`src/rtl/bsg_downstream_rx_pkg.sv`:
```
// bsg_downstream_rx_pkg: shared widths and assembler state for the downstream link receiver
package bsg_downstream_rx_pkg;
   localparam int CORE_WIDTH = 64;
   localparam int CH_WIDTH   = 16;
   localparam int NUM_CH     = 2;
   localparam int BEAT_WIDTH = NUM_CH * CH_WIDTH;
   typedef enum logic {LOW, HIGH} asm_state_e;
endpackage

```
`src/rtl/bsg_downstream_in_rx_if.sv`:
```
// bsg_downstream_in_rx_if: io-side beats, core-side valid/yumi and status of the link receiver
// BSG_DOWNSTREAM_RX_STATS_EN adds the word count and FIFO level signals
interface bsg_downstream_in_rx_if #(parameter int FIFO_DEPTH = 8);
   import bsg_downstream_rx_pkg::*;
   logic                  io_valid_ch0_i;
   logic [CH_WIDTH-1:0]   io_data_ch0_i;
   logic                  io_valid_ch1_i;
   logic [CH_WIDTH-1:0]   io_data_ch1_i;
   logic                  io_token_o;
   logic                  core_valid_o;
   logic [CORE_WIDTH-1:0] core_data_o;
   logic                  core_yumi_i;
   logic                  err_overflow_o;
   logic                  err_skew_o;
`ifdef BSG_DOWNSTREAM_RX_STATS_EN
   logic [15:0]                  rx_word_cnt_o;
   logic [$clog2(FIFO_DEPTH):0]  fifo_level_o;
`endif
   modport slave (
      input  io_valid_ch0_i, io_data_ch0_i, io_valid_ch1_i, io_data_ch1_i, core_yumi_i,
      output io_token_o, core_valid_o, core_data_o, err_overflow_o, err_skew_o
`ifdef BSG_DOWNSTREAM_RX_STATS_EN
      , output rx_word_cnt_o, fifo_level_o
`endif
   );
   modport master (
      output io_valid_ch0_i, io_data_ch0_i, io_valid_ch1_i, io_data_ch1_i, core_yumi_i,
      input  io_token_o, core_valid_o, core_data_o, err_overflow_o, err_skew_o
`ifdef BSG_DOWNSTREAM_RX_STATS_EN
      , input rx_word_cnt_o, fifo_level_o
`endif
   );
endinterface

```
`src/rtl/bsg_downstream_rx_fifo.sv`:
```
// bsg_downstream_rx_fifo: circular synchronous FIFO with extra-MSB pointers; push into a full
// FIFO succeeds only when a pop happens in the same cycle
module bsg_downstream_rx_fifo #(
   parameter int DEPTH = 8,
   parameter int WIDTH = 64
) (
   input  logic                     clk,
   input  logic                     rst_n,
   input  logic                     push,
   input  logic                     pop,
   input  logic [WIDTH-1:0]         din,
   output logic [WIDTH-1:0]         dout,
   output logic                     full,
   output logic                     empty,
   output logic [$clog2(DEPTH):0]   level
);
   localparam int AW = $clog2(DEPTH);
   logic [WIDTH-1:0] mem [DEPTH];
   logic [AW:0]      wr, rd;
   logic             wr_en, rd_en;
   assign empty = wr == rd;
   assign full  = (wr[AW-1:0] == rd[AW-1:0]) & (wr[AW] != rd[AW]);
   assign level = wr - rd;
   assign rd_en = pop & ~empty;
   assign wr_en = push & (~full | rd_en);
   assign dout  = mem[rd[AW-1:0]];
   always_ff @(posedge clk) begin
      if (!rst_n) begin
         wr <= '0;
         rd <= '0;
      end else begin
         if (wr_en) wr <= wr + 1'b1;
         if (rd_en) rd <= rd + 1'b1;
      end
   end
   always_ff @(posedge clk) begin
      if (wr_en) mem[wr[AW-1:0]] <= din;
   end
endmodule

```
`src/rtl/bsg_downstream_in_rx.sv`:
```
// bsg_downstream_in_rx: reassembles two 32-bit channel beats into 64-bit words, buffers them and
// returns one token toggle per TOKEN_RATIO pops; BSG_DOWNSTREAM_RX_STATS_EN adds word count/level
module bsg_downstream_in_rx
   import bsg_downstream_rx_pkg::*;
#(
   parameter int FIFO_DEPTH  = 8,
   parameter int TOKEN_RATIO = 4,
   parameter int CH_WIDTH    = 16
) (
   input logic                    clk,
   input logic                    rst_n,
   bsg_downstream_in_rx_if.slave  bus
);
   localparam int AW = $clog2(FIFO_DEPTH);
   localparam int TW = TOKEN_RATIO > 1 ? $clog2(TOKEN_RATIO) : 1;
   if (CH_WIDTH * NUM_CH * 2 != CORE_WIDTH) begin : g_bad_width
      $error("CH_WIDTH must give 2 channels x 2 beats = CORE_WIDTH");
   end
   if (FIFO_DEPTH % TOKEN_RATIO != 0) begin : g_bad_ratio
      $error("TOKEN_RATIO must divide FIFO_DEPTH");
   end
   asm_state_e             state, state_n;
   logic [BEAT_WIDTH-1:0]  low_q, payload;
   logic [CORE_WIDTH-1:0]  head;
   logic [AW:0]            level;
   logic [TW-1:0]          tok_cnt;
   logic                   beat, skew, capture, push_req, pop, full, empty, tok_last;
   logic                   token, err_ovf, err_skew;
   assign beat     = bus.io_valid_ch0_i & bus.io_valid_ch1_i;
   assign skew     = bus.io_valid_ch0_i ^ bus.io_valid_ch1_i;
   assign payload  = {bus.io_data_ch1_i, bus.io_data_ch0_i};
   assign pop      = bus.core_yumi_i & ~empty;
   assign tok_last = tok_cnt == TW'(TOKEN_RATIO - 1);
   always_ff @(posedge clk) begin
      if (!rst_n) state <= LOW;
      else state <= state_n;
   end
   always_comb begin
      state_n  = state;
      capture  = 1'b0;
      push_req = 1'b0;
      if (beat) begin
         state_n  = state == LOW ? HIGH : LOW;
         capture  = state == LOW;
         push_req = state == HIGH;
      end
   end
   bsg_downstream_rx_fifo #(.DEPTH(FIFO_DEPTH), .WIDTH(CORE_WIDTH)) fifo (
      .clk   (clk),
      .rst_n (rst_n),
      .push  (push_req),
      .pop   (pop),
      .din   ({payload, low_q}),
      .dout  (head),
      .full  (full),
      .empty (empty),
      .level (level)
   );
   always_ff @(posedge clk) begin
      if (!rst_n) begin
         low_q    <= '0;
         tok_cnt  <= '0;
         token    <= 1'b0;
         err_ovf  <= 1'b0;
         err_skew <= 1'b0;
      end else begin
         if (capture) low_q <= payload;
         if (pop) begin
            tok_cnt <= tok_last ? '0 : tok_cnt + 1'b1;
            token   <= token ^ tok_last;
         end
         err_skew <= err_skew | skew;
         err_ovf  <= err_ovf | (push_req & full & ~pop);
      end
   end
   // an empty FIFO presents zero rather than a stale slot
   assign bus.core_data_o    = level != '0 ? head : '0;
   assign bus.core_valid_o   = ~empty;
   assign bus.io_token_o     = token;
   assign bus.err_overflow_o = err_ovf;
   assign bus.err_skew_o     = err_skew;
`ifdef BSG_DOWNSTREAM_RX_STATS_EN
   logic [15:0] word_cnt;
   always_ff @(posedge clk) begin
      if (!rst_n) word_cnt <= '0;
      else if (push_req & (~full | pop) & ~&word_cnt) word_cnt <= word_cnt + 1'b1;
   end
   assign bus.rx_word_cnt_o = word_cnt;
   assign bus.fifo_level_o  = level;
`endif
endmodule

```
`src/flat_wrapper.sv`:
```
// flat-port wrapper written by rule: the top's interface ports become plain ports
module bsg_downstream_in_rx_flat import bsg_downstream_rx_pkg::*;
#(
   parameter int FIFO_DEPTH  = 8,
   parameter int TOKEN_RATIO = 4,
   parameter int CH_WIDTH    = 16
)
  (clk, rst_n, bus_io_valid_ch0_i, bus_io_data_ch0_i, bus_io_valid_ch1_i, bus_io_data_ch1_i, bus_core_yumi_i, bus_io_token_o, bus_core_valid_o, bus_core_data_o, bus_err_overflow_o, bus_err_skew_o);
  bsg_downstream_in_rx_if #(.FIFO_DEPTH(FIFO_DEPTH)) bus_i ();
  input logic clk;
  input logic rst_n;
  input wire logic [$bits(bus_i.io_valid_ch0_i)-1:0] bus_io_valid_ch0_i;
  input wire logic [$bits(bus_i.io_data_ch0_i)-1:0] bus_io_data_ch0_i;
  input wire logic [$bits(bus_i.io_valid_ch1_i)-1:0] bus_io_valid_ch1_i;
  input wire logic [$bits(bus_i.io_data_ch1_i)-1:0] bus_io_data_ch1_i;
  input wire logic [$bits(bus_i.core_yumi_i)-1:0] bus_core_yumi_i;
  output wire logic [$bits(bus_i.io_token_o)-1:0] bus_io_token_o;
  output wire logic [$bits(bus_i.core_valid_o)-1:0] bus_core_valid_o;
  output wire logic [$bits(bus_i.core_data_o)-1:0] bus_core_data_o;
  output wire logic [$bits(bus_i.err_overflow_o)-1:0] bus_err_overflow_o;
  output wire logic [$bits(bus_i.err_skew_o)-1:0] bus_err_skew_o;
  assign bus_i.io_valid_ch0_i = bus_io_valid_ch0_i;
  assign bus_i.io_data_ch0_i = bus_io_data_ch0_i;
  assign bus_i.io_valid_ch1_i = bus_io_valid_ch1_i;
  assign bus_i.io_data_ch1_i = bus_io_data_ch1_i;
  assign bus_i.core_yumi_i = bus_core_yumi_i;
  assign bus_io_token_o = bus_i.io_token_o;
  assign bus_core_valid_o = bus_i.core_valid_o;
  assign bus_core_data_o = bus_i.core_data_o;
  assign bus_err_overflow_o = bus_i.err_overflow_o;
  assign bus_err_skew_o = bus_i.err_skew_o;
  bsg_downstream_in_rx #(.FIFO_DEPTH(FIFO_DEPTH), .TOKEN_RATIO(TOKEN_RATIO), .CH_WIDTH(CH_WIDTH)) u_core (.clk(clk), .rst_n(rst_n), .bus(bus_i));
endmodule
```
`config.mk`:
```
export PLATFORM = sky130hd
export DESIGN_NAME = bsg_downstream_in_rx_flat
export DESIGN_NICKNAME = d
export VERILOG_FILES = /design/src/rtl/bsg_downstream_rx_pkg.sv /design/src/rtl/bsg_downstream_in_rx_if.sv /design/src/rtl/bsg_downstream_rx_fifo.sv /design/src/rtl/bsg_downstream_in_rx.sv /design/src/flat_wrapper.sv
export SDC_FILE = /design/constraint.sdc
export NUM_CORES = 1
export LEC_CHECK = 0
export ABC_AREA = 1
export CAP_MARGIN = 20
export CORE_MARGIN = 2
export CORE_UTILIZATION = 65
export DETAILED_ROUTE_END_ITERATION = 7
export PLACE_DENSITY_LB_ADDON = 0.1
export REMOVE_ABC_BUFFERS = 1
export SYNTH_ARGS = -nofsm -noshare
export SYNTH_HDL_FRONTEND = slang
export SYNTH_SLANG_ARGS = --single-unit
```
`constraint.sdc`:
```
create_clock -name clk -period 14.8 [get_ports clk]
set_clock_uncertainty 0.15 [all_clocks]
set_input_delay 1.48 -clock clk [delete_from_list [all_inputs] [get_ports clk]]
set_output_delay 1.48 -clock clk [all_outputs]
set_load 0.005 [all_outputs]
```
==> out/results.env, run 1 <==
OUTCOME='completed'
P_TOTAL_mW=3.67
GLOBAL_ROUTE.USAGE.MET1_PCT=40.1
CTS.REPAIR_TIMING.SETUP_BUFFER_COUNT=0
HOLD_WS_PS=323
LEAKAGEPOWER_nW=9.71
CHIPWIDTH_UM=191
IOS=105
PIN_COUNT_OF_THE_BIGGEST_NET_ENTERING_GLOBAL_ROUTING=162
FINALSETUPVIOLCOUNT=0
SYNTH_AREA_LEADER_CELL='sky130_fd_sc_hd__edfxtp_1'
GP_CONGESTION=0.783
FP.DIEAREA_UM2=36600
GRT_UTIL_ALL_LAYERS_PCT=28.1
POST_SYNTH_INST_COUNT=2050
SLEW_HEADROOM_PCT=25.3
REGTOREGENDPOINT='u_core.fifo.mem[4][45]'
ROUTE.DETAILED.VIAS_PER_INST=5.72
PORT-BUFFER-COUNT=104
SYN2LAYOUT_AREA_GROWTH_PCT=12.9
GRT-BUSIEST-LAYER='met2'
DIEHEIGHT_UM=191
FP-ROW-COUNT=68
POSTSYNTHAREAPERCELL_UM2=11.1
SETUP_WS_PS=9240
YOSYS.CELL_TYPES.COUNT=27
DRC=0
GLOBALROUTEMET2UTIL_PCT=45.4
HOLD_VIOL=0
SYNTHFLOPTYPE='sky130_fd_sc_hd__edfxtp_1'
MAX_CAP_VIOL_COUNT=0
ANT_NETS=0
WORSTMARGINPINSLEW_PS=1120
CTS_ROOT_BUF='sky130_fd_sc_hd__clkbuf_16'
YOSYSWARNINGCOUNT=0
AREA_SHARE_OF_THE_LEADING_CELL_TYPE_IN_THE_SYNTHESIZED_NETLIST_PCT=67.3
CLOCK_TREE.HTREE_LEVEL_COUNT=2
SYN-CELL-AREA_UM2=22800
POSTCTSHOLDBUFS=0
ROUTE.VIAS.TOTAL=15000
GR-USAGE-MET3_PCT=4.09
POST_CTS.RESIZED_INSTANCES=0
STARTING_DENSITY_OF_THE_CORE_PCT=66.1
GRT_SETUP_UNREPAIRED='no'
SYNTH_SEQUENTIAL_AREA_RATIO_PCT=71.6
ACHIEVABLE-FREQUENCY_MHz=180
NUMBER_OF_ENABLE_TYPE_REGISTER_CELLS_IN_THE_SYNTHESIZED_NETLIST=512
CP_DATA_REQUIRED_TIME_PS=13170
REPORT.FINAL.SLEW_VIOL_COUNT=0
GRT_PASS1_WL_MM=78.4
DRT_WL_TOTAL_MM=50.5
POSTSYNTHREGISTERBITS=561
R2R_CELLS=8
GRT_PASS1_VIAS=14400
NETS=2162
CLKTRANSATPATHREGS_PS=60
MIN_PATH_TYPE='reg -> reg'
WORST_SETUP_PATH_ENDPOINT='bus_core_data_o[59]'
CP-END-KIND='output port'
SYNTHTOPCELLSBYAREA='sky130_fd_sc_hd__edfxtp_1 (67%), sky130_fd_sc_hd__nand2_1 (14%), sky130_fd_sc_hd__nand3_1 (5.9%)'
ROUTE.DETAILED.WL_PER_INST_UM=19.3
POWER-PER-CELL-AREA_nW_PER_UM2=142
DP_SLACK_PS=9920
MAXIMUM_FANOUT_ENCOUNTERED_ON_THE_CRITICAL_TIMING_PATH=100
FIN_CRIT_PS=5560
MIN_PERIOD_OVER_PERIOD_PCT=37.6
PROPORTION_OF_SYNTHESIZED_FLIP_FLOPS_HAVING_ASYNCHRONOUS_SET_OR_RESET_PCT=0
CTS_SINKS=561
PATH_CLASS='reg -> out'
GRT-OVFL-TOTAL=0
TRITONCTS='done'
TIMING.SETUP.TNS_PS=0
ANTENNADIODECOUNT=0
CTS_BUFFER_COUNT=54
TIMING.REG2REG.SETUP_SLACK_PS=11120
LAYOUT.CORE_UTILIZATION_PCT=74.6
CRIT_ARRIVAL_PS=3930
CP-START-KIND='flop'
DP_HPWL_MM=24.2
DETAIL_ROUTE.FIRST_PASS.ITERATIONS=5
FIRST_ITER_VIOLATIONS=1433
FINAL_LAYOUT_SIZE_SUFFIX_GT1_SHARE_PCT=8.42
GRT_ANTENNA_BEFORE_REPAIR=1
CORE-AREA_UM2=34500
VDD.IR_DROP.WORST_V=0.000116
CLOCK_INSERTION_DELAY_WORST_SKEW_PS=580
TIMING.RR.START='u_core.fifo.wr[0]'
CTS-ROOT-TO-SINK-BUFFERS=3
==> routing by layer <==
| metal | share of wire (%) | vias up |
|---|---|---|
| met5 | 0.026 | - |
| met1 | 42 | 7246 |
| met4 | 2.1 | 2 |
| li1 | - | 7068 |
| met2 | 48 | 574 |
| met3 | 7.3 | 85 |
==> placed cells by master, fill, tap and decap left out, types with 8 or more instances in the layout <==
cell type / synthesis / routed
sky130_fd_sc_hd__dfxtp_1: 49 / 46
sky130_fd_sc_hd__buf_4: 18 / 21
sky130_fd_sc_hd__clkbuf_16: 0 / 57
sky130_fd_sc_hd__clkinv_2: 0 / 8
sky130_fd_sc_hd__clkdlybuf4s50_1: 0 / 103
sky130_fd_sc_hd__clkinv_1: 1 / 10
sky130_fd_sc_hd__nand2_1: 864 / 864
sky130_fd_sc_hd__clkbuf_8: 0 / 8
sky130_fd_sc_hd__o21ai_0: 35 / 35
sky130_fd_sc_hd__clkbuf_1: 32 / 15
sky130_fd_sc_hd__edfxtp_1: 512 / 512
sky130_fd_sc_hd__nand3_1: 268 / 268
sky130_fd_sc_hd__inv_1: 23 / 21
sky130_fd_sc_hd__nor2_2: 60 / 60
sky130_fd_sc_hd__nor2_4: 0 / 8
sky130_fd_sc_hd__nor2_1: 92 / 84
==> critical path, cell delays in order, from the launching register on <==
cell and delay, ps:
sky130_fd_sc_hd__dfxtp_4 370, sky130_fd_sc_hd__buf_4 740, sky130_fd_sc_hd__buf_4 960, sky130_fd_sc_hd__nand2_1 160, sky130_fd_sc_hd__nand3_1 150, sky130_fd_sc_hd__nand2_1 80
sky130_fd_sc_hd__nand2_1 70, sky130_fd_sc_hd__nand2_1 80, sky130_fd_sc_hd__nor2_2 160, sky130_fd_sc_hd__clkdlybuf4s50_1 530
==> sequential cells by signal (all words and copies together) (netlist names), named ones only <==
name / flops
u_core.bus.err_overflow_o: 1
u_core.bus.err_skew_o: 1
u_core.bus.io_token_o: 1
u_core.fifo.mem: 512
u_core.fifo.rd: 4
u_core.fifo.wr: 4
u_core.low_q: 32
u_core.state: 1
u_core.tok_cnt: 2
==> cell type report <==
| cell class | instances | area [µm²] |
|---|---|---|
| Clock buffer | 80 | 1590 |
| Clock inverter | 20 | 123 |
| Fill cell | 2327 | 8760 |
| Inverter | 27 | 111 |
| Multi-Input combinational cell | 1348 | 5800 |
| Sequential cell | 561 | 16400 |
| Tap cell | 455 | 569 |
| Timing Repair Buffer | 126 | 1220 |
==> how the worst min path moves through the flow <==
stage / startpoint / end / slack (ps) / cells after the start
floorplan: u_core.bus.err_skew_o / u_core.bus.err_skew_o / 310 / 2
global placement: u_core.bus.err_skew_o / u_core.bus.err_skew_o / 300 / 2
detailed placement: u_core.bus.err_overflow_o / u_core.bus.err_overflow_o / 300 / 1
CTS: u_core.bus.err_overflow_o / u_core.bus.err_overflow_o / 330 / 1
global route: u_core.bus.err_overflow_o / u_core.bus.err_overflow_o / 370 / 1
finish: u_core.bus.err_overflow_o / u_core.bus.err_overflow_o / 320 / 1
==> power breakdown <==
group | leakage [nW] | switching (mW) | total [mW] | internal, mW
Clock | 0.843 | 0.562 | 1.32 | 0.759
Sequential | 5.07 | 0.0257 | 1.77 | 1.74
Combinational | 3.80 | 0.348 | 0.579 | 0.230
Total | 9.71 | 0.936 | 3.67 | 2.73
==> logic make-up after synthesis <==
kind of cell             synth area share, %
AO/OA/AOI/OAI                           1.02
XOR/XNOR                               0.153
adder cells (fa/ha/maj)                0.384
buffers and inverters                   3.27
flip-flops                              71.6
AND/OR/NAND/NOR                         23.5
==> cell usage after synthesis, types with 3 or more instances <==
library cell,instances
sky130_fd_sc_hd__inv_1,23
sky130_fd_sc_hd__xor2_1,4
sky130_fd_sc_hd__nand2_1,864
sky130_fd_sc_hd__o21ai_0,35
sky130_fd_sc_hd__clkbuf_1,32
sky130_fd_sc_hd__buf_4,18
sky130_fd_sc_hd__nor2_1,92
sky130_fd_sc_hd__nor2_2,60
sky130_fd_sc_hd__buf_1,16
sky130_fd_sc_hd__a21oi_1,7
sky130_fd_sc_hd__ha_1,7
sky130_fd_sc_hd__inv_2,3
sky130_fd_sc_hd__nand3_1,268
sky130_fd_sc_hd__edfxtp_1,512
sky130_fd_sc_hd__buf_12,6
sky130_fd_sc_hd__buf_2,42
sky130_fd_sc_hd__dfxtp_1,49
==> per-stage QoR <==
step | std cells | instance area (µm²)
after floorplan | 1936 | 22200
after global placement | 2516 | 24000
after detailed placement | 2516 | 24000
after CTS | 2616 | 25800
after global routing | 2617 | 25800
final | 2617 | 25800
Power figures use the tool's default switching activity.
==> inputs of run 2 (changes only) <==
--- a/config.mk
+++ b/config.mk
@@ -8,7 +8,7 @@
 export ABC_AREA = 1
 export CAP_MARGIN = 20
 export CORE_MARGIN = 2
-export CORE_UTILIZATION = 65
+export CORE_UTILIZATION = 54
 export DETAILED_ROUTE_END_ITERATION = 7
 export PLACE_DENSITY_LB_ADDON = 0.1
 export REMOVE_ABC_BUFFERS = 1
==> constraint.sdc (replaced) <==
create_clock -name clk -period 4.6 [get_ports clk]
set_clock_uncertainty 0.15 [all_clocks]
set_input_delay 0.46 -clock clk [delete_from_list [all_inputs] [get_ports clk]]
set_output_delay 0.46 -clock clk [all_outputs]
set_load 0.005 [all_outputs]
==> run 2 against run 1 <==
- via count decreased by 1.8%
- sequential power rose to 3.2 times the previous value
- global-route usage shrank 4.5 points
- worst hold slack worse by 2.9 ps
- clock power grew to 3.2 times the previous value
- power rose to 3.2 times the previous value
- setup slack worse by 8500 ps
- largest cell class unchanged
- sequential share of layout area decreased by 0.61 points
- non-clock buffer count increased by 5
- critical path depth grew 1
==> out/results.env, run 2 (synthesis results as in run 1) <==
OUTCOME='completed'  # unchanged
GRT_UTIL_ALL_LAYERS_PCT=23.6  # was 28.1%
ROUTE.VIAS.TOTAL=14700  # was 15000
POST-PLACE-CELLS=2606  # was 2516
CTS-ROOT-TO-SINK-BUFFERS=3  # unchanged
TRITONCTS='done'  # unchanged
LAYOUT.CELLS.NON_FILLER=2709  # was 2617
CORE-AREA_UM2=41900  # was 34500 µm²
ROUTE.DETAILED.WL_PER_INST_UM=18.8  # was 19.3 µm
CTS_BUFFER_COUNT=55  # was 54
NETS=2168  # was 2162
GRT_PASS1_VIAS=14400  # about the same
POST_CTS.RESIZED_INSTANCES=0  # unchanged
WORST_PATH_MAX_DELAY_CELL='sky130_fd_sc_hd__clkdlybuf4s50_1'  # was sky130_fd_sc_hd__buf_4
DRT_WL_TOTAL_MM=51.1  # was 50.5 mm
MET3_LENGTH_MM=3.04  # was 3.66 mm
DIEHEIGHT_UM=210  # was 191 µm
DETAIL_ROUTE.FIRST_PASS.ITERATIONS=6  # was 5
IOS=105  # unchanged
PIN_COUNT_OF_THE_BIGGEST_NET_ENTERING_GLOBAL_ROUTING=245  # was 162
CTS.REPAIR_TIMING.SETUP_BUFFER_COUNT=0  # unchanged
HOLD_START='u_core.bus.err_overflow_o'  # unchanged
REPORT.FINAL.SLEW_VIOL_COUNT=0  # unchanged
HIGHEST_LAYER='met5'  # unchanged
LEAKAGEPOWER_nW=9.78  # was 9.71 nW
FIRST_ITER_VIOLATIONS=1203  # was 1433
LAYOUT_COMMON_CELLS='sky130_fd_sc_hd__nand2_1 (864), sky130_fd_sc_hd__edfxtp_1 (512), sky130_fd_sc_hd__nand3_1 (268)'  # unchanged
FIN_CRIT_PS=3850
DP_HPWL_MM=24.1  # was 24.2 mm
MAXIMUM_FANOUT_ENCOUNTERED_ON_THE_CRITICAL_TIMING_PATH=20  # was 100
WORST_SETUP_PATH_ENDPOINT='bus_core_data_o[35]'  # was bus_core_data_o[59]
DRC=0  # unchanged
LARGEST_REG_FLOPS=512  # unchanged
CHIPWIDTH_UM=210  # was 191 µm
M1WIRELENGTH_MM=22.4  # was 21.4 mm
PORT-BUFFER-COUNT=104  # unchanged
WORSTPATHCELLLIST='inv_1, ha_1, a21oi_2, nand2_1, nand2_1, nand2_2, nor2_8, buf_4, nor2_2, clkdlybuf4s50_1'  # was buf_4, buf_4, nand2_1, nand3_1, nand2_1, nand2_1, nand2_1, nor2_2, clkdlybuf4s50_1
ANTENNADIODECOUNT=0  # unchanged
R2R_CELLS=8  # unchanged
DETAILROUTE.WIRELENGTH.MET2_MM=24.3  # was 24.4 mm
FINAL_CELL_AREA_UM2=26000  # was 25800 µm²
HOLD_VIOL=0  # unchanged
CRIT_ARRIVAL_PS=3240  # was 3930 ps
WORSTMARGINPINSLEW_PS=1210  # was 1120 ps
GRT-OVFL-TOTAL=0  # unchanged
CRITICAL-PATH-MAX-STAGE-DELAY_PS=470  # was 960 ps
CLOCK_INSERTION_DELAY_WORST_SKEW_PS=600  # was 580 ps
CRITICAL_PATH.MOST_COMMON_CELL='sky130_fd_sc_hd__nand2_1'  # unchanged
GRT_PASS1_WL_MM=79.1  # was 78.4 mm
REGTOREGENDPOINT='u_core.fifo.mem[7][36]'  # was u_core.fifo.mem[4][45]
POSTCTSHOLDBUFS=0  # unchanged
SLEW_HEADROOM_PCT=19.0  # was 25.3%
MIN_PATH_TYPE='reg -> reg'  # unchanged
TIMING.RR.START='u_core.fifo.rd[2]'  # was u_core.fifo.wr[0]
TIMING.REG2REG.SETUP_SLACK_PS=1610  # was 11120 ps
FP-ROW-COUNT=75  # was 68
POSTPLACECELLAREA_UM2=24300  # was 24000 µm²
LAYOUT.CORE_UTILIZATION_PCT=62.2  # was 74.6%
WORSTSETUPSTARTPOINT='u_core.fifo.rd[2]'
FP.DIEAREA_UM2=43900  # was 36600 µm²
GP_CONGESTION=0.805  # was 0.783
GRT_ANTENNA_BEFORE_REPAIR=2  # was 1
CP-START-KIND='flop'  # unchanged
CTS_ROOT_BUF='sky130_fd_sc_hd__clkbuf_16'  # unchanged
VDD.IR_DROP.WORST_V=0.000285  # was 0.000116 V
CP-END-KIND='output port'  # unchanged
POWER-PER-CELL-AREA_nW_PER_UM2=455  # was 142 nW/µm²
SYN2LAYOUT_AREA_GROWTH_PCT=14.0  # was 12.9%
MIN_PERIOD_OVER_PERIOD_PCT=83.6
ROUTE.DETAILED.VIAS_PER_INST=5.43  # was 5.72
CLKTRANSATPATHREGS_PS=60  # about the same
ACHIEVABLE-FREQUENCY_MHz=260
CTS_SINKS=561  # unchanged
MAX_CAP_VIOL_COUNT=0  # unchanged
CLOCK_TREE.HTREE_LEVEL_COUNT=2  # unchanged
STARTING_DENSITY_OF_THE_CORE_PCT=54.6  # was 66.1%
FINAL_LAYOUT_SIZE_SUFFIX_GT1_SHARE_PCT=8.94  # was 8.42%
GRT_SETUP_UNREPAIRED='no'  # unchanged
FINALSETUPVIOLCOUNT=0  # unchanged
FILL_CELLS=3272  # was 2327
PATH_CLASS='reg -> out'  # unchanged
CP_DATA_REQUIRED_TIME_PS=3990  # was 13170 ps
FINAL_COMMON_CELL='sky130_fd_sc_hd__nand2_1'  # unchanged
ANT_NETS=0  # unchanged
==> run 2: cell types whose count changed in the layout (fill, tap and decap cells not counted), sizes merged <==
cell and delta:
inv -1, clkbuf +7, bufinv -1, clkinv -2
buf +5
==> run 2: worst min-delay path by stage <==
stage	endpoint	slack, ps	cells past startpoint
6_report	u_core.bus.err_overflow_o	320	1
2_1_floorplan	u_core.bus.err_skew_o	310	2
3_3_place_gp	u_core.bus.err_skew_o	300	2
5_1_grt	u_core.bus.err_overflow_o	330	3
4_1_cts	u_core.bus.err_overflow_o	320	3
3_5_place_dp	u_core.bus.err_overflow_o	310	1
==> run 2: cell type report <==
cell class	instances	area, µm²	area share (%)
Sequential cell	561	16400	62.9
Multi-Input combinational cell	1348	5800	22.3
Clock buffer	87	1660	6.37
Inverter	27	113	0.433
Timing Repair Buffer	131	1340	5.14
Tap cell	539	674	2.59
Clock inverter	16	83.8	0.322
==> run 2: through the flow <==
step	worst slack, ps	setup TNS, ps	power, mW	hold slack [ps]
floorplan	-5060	-424610	6.88	306
global placement	1400	0	7.67	300
detailed placement	1360	0	7.69	308
CTS	674	0	12.0	319
global route	546	0	12.3	328
finish	755	0	11.9	320
==> run 2: per-layer routing <==
metal | vias to the layer above | track usage, %
li1 | 7078 | -
met1 | 7101 | 32.7
met2 | 429 | 38.6
met3 | 89 | 3.94
met4 | 4 | 7.43
met5 | - | 0
==> run 2: report_power, final <==
part,switching [mW],internal (mW)
clock network,1.82,2.47
logic,1.14,0.771
registers,0.0591,5.61
total,3.01,8.85
==> run 2: critical path, delay by kind of cell, from the launching register on <==
| family | cells | cell delay [ps] |
|---|---|---|
| flip-flops | 1 | 390 |
| AND/OR/NAND/NOR | 5 | 730 |
| buffers and inverters | 3 | 950 |
| adder cells (fa/ha/maj) | 1 | 350 |
| AO/OA/AOI/OAI | 1 | 180 |
==> inputs of run 3 (changes only) <==
--- a/config.mk
+++ b/config.mk
@@ -8,7 +8,7 @@
 export ABC_AREA = 1
 export CAP_MARGIN = 20
 export CORE_MARGIN = 2
-export CORE_UTILIZATION = 54
+export CORE_UTILIZATION = 60
 export DETAILED_ROUTE_END_ITERATION = 7
 export PLACE_DENSITY_LB_ADDON = 0.1
 export REMOVE_ABC_BUFFERS = 1
==> constraint.sdc (replaced) <==
create_clock -name clk -period 3.6 [get_ports clk]
set_clock_uncertainty 0.15 [all_clocks]
set_input_delay 0.36 -clock clk [delete_from_list [all_inputs] [get_ports clk]]
set_output_delay 0.36 -clock clk [all_outputs]
set_load 0.005 [all_outputs]
==> run 3 against run 2 <==
- final cell count down 0.92%
- routed wire length down 1.7%
- clock power rose by 30%
- worst hold slack gained 3.2 ps
- sequential power up 28%
- combinational power up 30%
- setup slack lost 500 ps
- power up 29%
- non-clock buffer count up 5
- design area grew 0.73%
- via count rose by 1.1%
- first-iteration DRC count increased by 9.2%
==> out/results.env, run 3 (synthesis results as in run 1) <==
DIEHEIGHT_UM=199  # was 210 µm
NETS=2172  # was 2168
REGTOREGENDPOINT='u_core.fifo.mem[0][33]'  # was u_core.fifo.mem[7][36]
GRT_PASS1_VIAS=14200  # was 14400
SYN2LAYOUT_AREA_GROWTH_PCT=14.8  # was 14.0%
TIMING.RR.START='u_core.fifo.wr[0]'  # was u_core.fifo.rd[2]
SWITCHING_PART_OF_THE_TOTAL_POWER_PCT=25.0  # was 25.4%
HOLD_START='u_core.bus.err_overflow_o'  # unchanged
ROUTE.DETAILED.VIAS_PER_INST=5.54  # was 5.43
CP-END-KIND='output port'  # unchanged
IOS=105  # unchanged
CTS.REPAIR_TIMING.SETUP_BUFFER_COUNT=0  # unchanged
GP_CONGESTION=0.802  # was 0.805
GRT-OVFL-TOTAL=0  # unchanged
LAYOUT_COMMON_CELLS='sky130_fd_sc_hd__nand2_1 (864), sky130_fd_sc_hd__edfxtp_1 (512), sky130_fd_sc_hd__nand3_1 (268)'  # unchanged
SLEW_HEADROOM_PCT=37.3  # was 19.0%
CTS_ROOT_BUF='sky130_fd_sc_hd__clkbuf_16'  # unchanged
VDD.IR_DROP.WORST_V=0.000421  # was 0.000285 V
STARTING_DENSITY_OF_THE_CORE_PCT=60.8  # was 54.6%
FINAL_CELL_AREA_UM2=26200  # was 26000 µm²
TRITONCTS='done'  # unchanged
MIN_PERIOD_OVER_PERIOD_PCT=93.0
POST_CTS.RESIZED_INSTANCES=0  # unchanged
CLKTRANSATPATHREGS_PS=60  # about the same
PORT-BUFFER-COUNT=104  # unchanged
ROUTE.DETAILED.WL_PER_INST_UM=18.7  # was 18.8 µm
HOLD_WS_PS=323  # was 320 ps
WORST_SETUP_PATH_ENDPOINT='bus_core_data_o[34]'  # was bus_core_data_o[35]
FIRST_ITER_VIOLATIONS=1314  # was 1203
CORE-AREA_UM2=37600  # was 41900 µm²
P_INT_mW=11.5  # was 8.85 mW
LEAKAGEPOWER_nW=9.86  # was 9.78 nW
TIMING.SETUP.TNS_PS=0  # unchanged
POWER-PER-CELL-AREA_nW_PER_UM2=583  # was 455 nW/µm²
FP-ROW-COUNT=71  # was 75
POSTCTSHOLDBUFS=0  # unchanged
OUTCOME='completed'  # unchanged
FILL_CELLS=2692  # was 3272
POST-PLACE-CELLS=2583  # was 2606
ROUTE.VIAS.TOTAL=14900  # was 14700
GRT_UTIL_ALL_LAYERS_PCT=25.7  # was 23.6%
MIN_PATH_TYPE='reg -> reg'  # unchanged
PIN_COUNT_OF_THE_BIGGEST_NET_ENTERING_GLOBAL_ROUTING=147  # was 245
CP-START-KIND='flop'  # unchanged
MAXIMUM_FANOUT_ENCOUNTERED_ON_THE_CRITICAL_TIMING_PATH=12  # was 20
WORSTMARGINPINSLEW_PS=939  # was 1210 ps
LAYOUT.CELLS.NON_FILLER=2684  # was 2709
REPORT.FINAL.SLEW_VIOL_COUNT=0  # unchanged
LARGEST_REG_FLOPS=512  # unchanged
TIMING.REG2REG.SETUP_SLACK_PS=880  # was 1610 ps
FINAL_COMMON_CELL='sky130_fd_sc_hd__nand2_1'  # unchanged
CLOCK_POWER_SHARE_PCT=36.4  # was 36.1%
POSTPLACECELLAREA_UM2=24500  # was 24300 µm²
ACHIEVABLE-FREQUENCY_MHz=299
GRT_PASS1_WL_MM=77.6  # was 79.1 mm
DRC=0  # unchanged
DETAIL_ROUTE.FIRST_PASS.ITERATIONS=7  # was 6
POWER_FRAC_COMB_PCT=16.2  # was 16.1%
FIN_CRIT_PS=3350
CTS_BUFFER_COUNT=54  # was 55
PATH_CLASS='reg -> out'  # unchanged
CLOCK_INSERTION_DELAY_WORST_SKEW_PS=580  # was 600 ps
CP_DATA_REQUIRED_TIME_PS=3090  # was 3990 ps
ANT_NETS=0  # unchanged
CHIPWIDTH_UM=199  # was 210 µm
MAX_CAP_VIOL_COUNT=0  # unchanged
DP_HPWL_MM=24.4  # was 24.1 mm
GRT_SETUP_UNREPAIRED='no'  # unchanged
P_SWITCHING_mW=3.83  # was 3.01 mW
FRACTION_OF_POWER_CONSUMED_BY_SEQUENTIAL_LOGIC_PCT=47.3  # was 47.8%
FP.DIEAREA_UM2=39600  # was 43900 µm²
DP_SLACK_PS=716  # was 1360 ps
GRT_ANTENNA_BEFORE_REPAIR=1  # was 2
CLOCK_TREE.HTREE_LEVEL_COUNT=2  # unchanged
DRT_WL_TOTAL_MM=50.2  # was 51.1 mm
CTS-ROOT-TO-SINK-BUFFERS=3  # unchanged
HOLD_VIOL=0  # unchanged
R2R_CELLS=8  # unchanged
FINAL_LAYOUT_SIZE_SUFFIX_GT1_SHARE_PCT=8.93  # was 8.94%
SETUP_WS_PS=254  # was 755 ps
MIN_DELAY_PATH_DEPTH=1  # unchanged
FINALSETUPVIOLCOUNT=0  # unchanged
CTS_SINKS=561  # unchanged
CRIT_ARRIVAL_PS=2840  # was 3240 ps
WORSTSETUPSTARTPOINT='u_core.fifo.rd[2]'  # unchanged
==> run 3: changes by cell type in the layout (fill, tap and decap cells not counted), moves of 2 or more <==
cell / previous run / this run
sky130_fd_sc_hd__buf_12: 8 / 22
sky130_fd_sc_hd__buf_4: 19 / 10
sky130_fd_sc_hd__clkinv_2: 13 / 10
sky130_fd_sc_hd__bufinv_16: 0 / 4
sky130_fd_sc_hd__clkbuf_16: 57 / 55
sky130_fd_sc_hd__clkbuf_8: 12 / 9
==> run 3: routing by layer <==
layer,up-vias,share of wire (%),track usage [%]
met5,-,0,0
li1,7083,-,-
met1,7170,43,36.4
met4,0,2.3,8.43
met3,80,7.2,4.02
met2,528,48,41.1
==> run 3: worst max-delay path, cell delays in order, from the launching register on <==
cell	delay, ps
sky130_fd_sc_hd__dfxtp_1	380
sky130_fd_sc_hd__inv_1	60
sky130_fd_sc_hd__ha_1	350
sky130_fd_sc_hd__a21oi_2	180
sky130_fd_sc_hd__nand2_1	60
sky130_fd_sc_hd__nand2_1	70
sky130_fd_sc_hd__nand2_2	80
sky130_fd_sc_hd__nor2_8	240
sky130_fd_sc_hd__buf_4	310
sky130_fd_sc_hd__nor2_2	70
sky130_fd_sc_hd__clkdlybuf4s50_1	450
==> run 3: worst min-delay path by stage <==
stage                                           end  slack, ps
after CTS                     u_core.bus.io_token_o        320
after global placement        u_core.bus.err_skew_o        300
after detailed placement  u_core.bus.err_overflow_o        310
after floorplan               u_core.bus.err_skew_o        310
final                     u_core.bus.err_overflow_o        320
after global routing          u_core.bus.err_skew_o        350
==> run 3: power by group through the flow <==
stage | registers, mW | logic, mW | clock network (mW)
floorplan | 7.46 | 1.32 | 0
global placement | 7.37 | 2.46 | 0
detailed placement | 7.38 | 2.49 | 0
CTS | 7.24 | 2.51 | 5.64
global route | 7.25 | 2.75 | 5.89
finish | 7.24 | 2.48 | 5.57
==> run 3: area by class of cell <==
| type | instances | area [µm²] | share of cell area, % |
|---|---|---|---|
| well taps | 511 | 639 | 2.44 |
| repair buffers | 136 | 1560 | 5.94 |
| multi-input cells | 1348 | 5790 | 22.1 |
| clock inverters | 18 | 190 | 0.725 |
| flip-flops and latches | 561 | 16400 | 62.4 |
| clock buffers | 82 | 1570 | 5.98 |
| inverters | 27 | 109 | 0.415 |
| diodes | 1 | 2.50 | 0.00954 |
==> run 3: metrics by stage <==
stage               utilization (%)  power, mW
floorplan                         -       8.79
global placement               65.1       9.83
finish                         69.8       15.3
detailed placement             65.1       9.87
CTS                            69.8       15.4
global route                   69.8       15.9
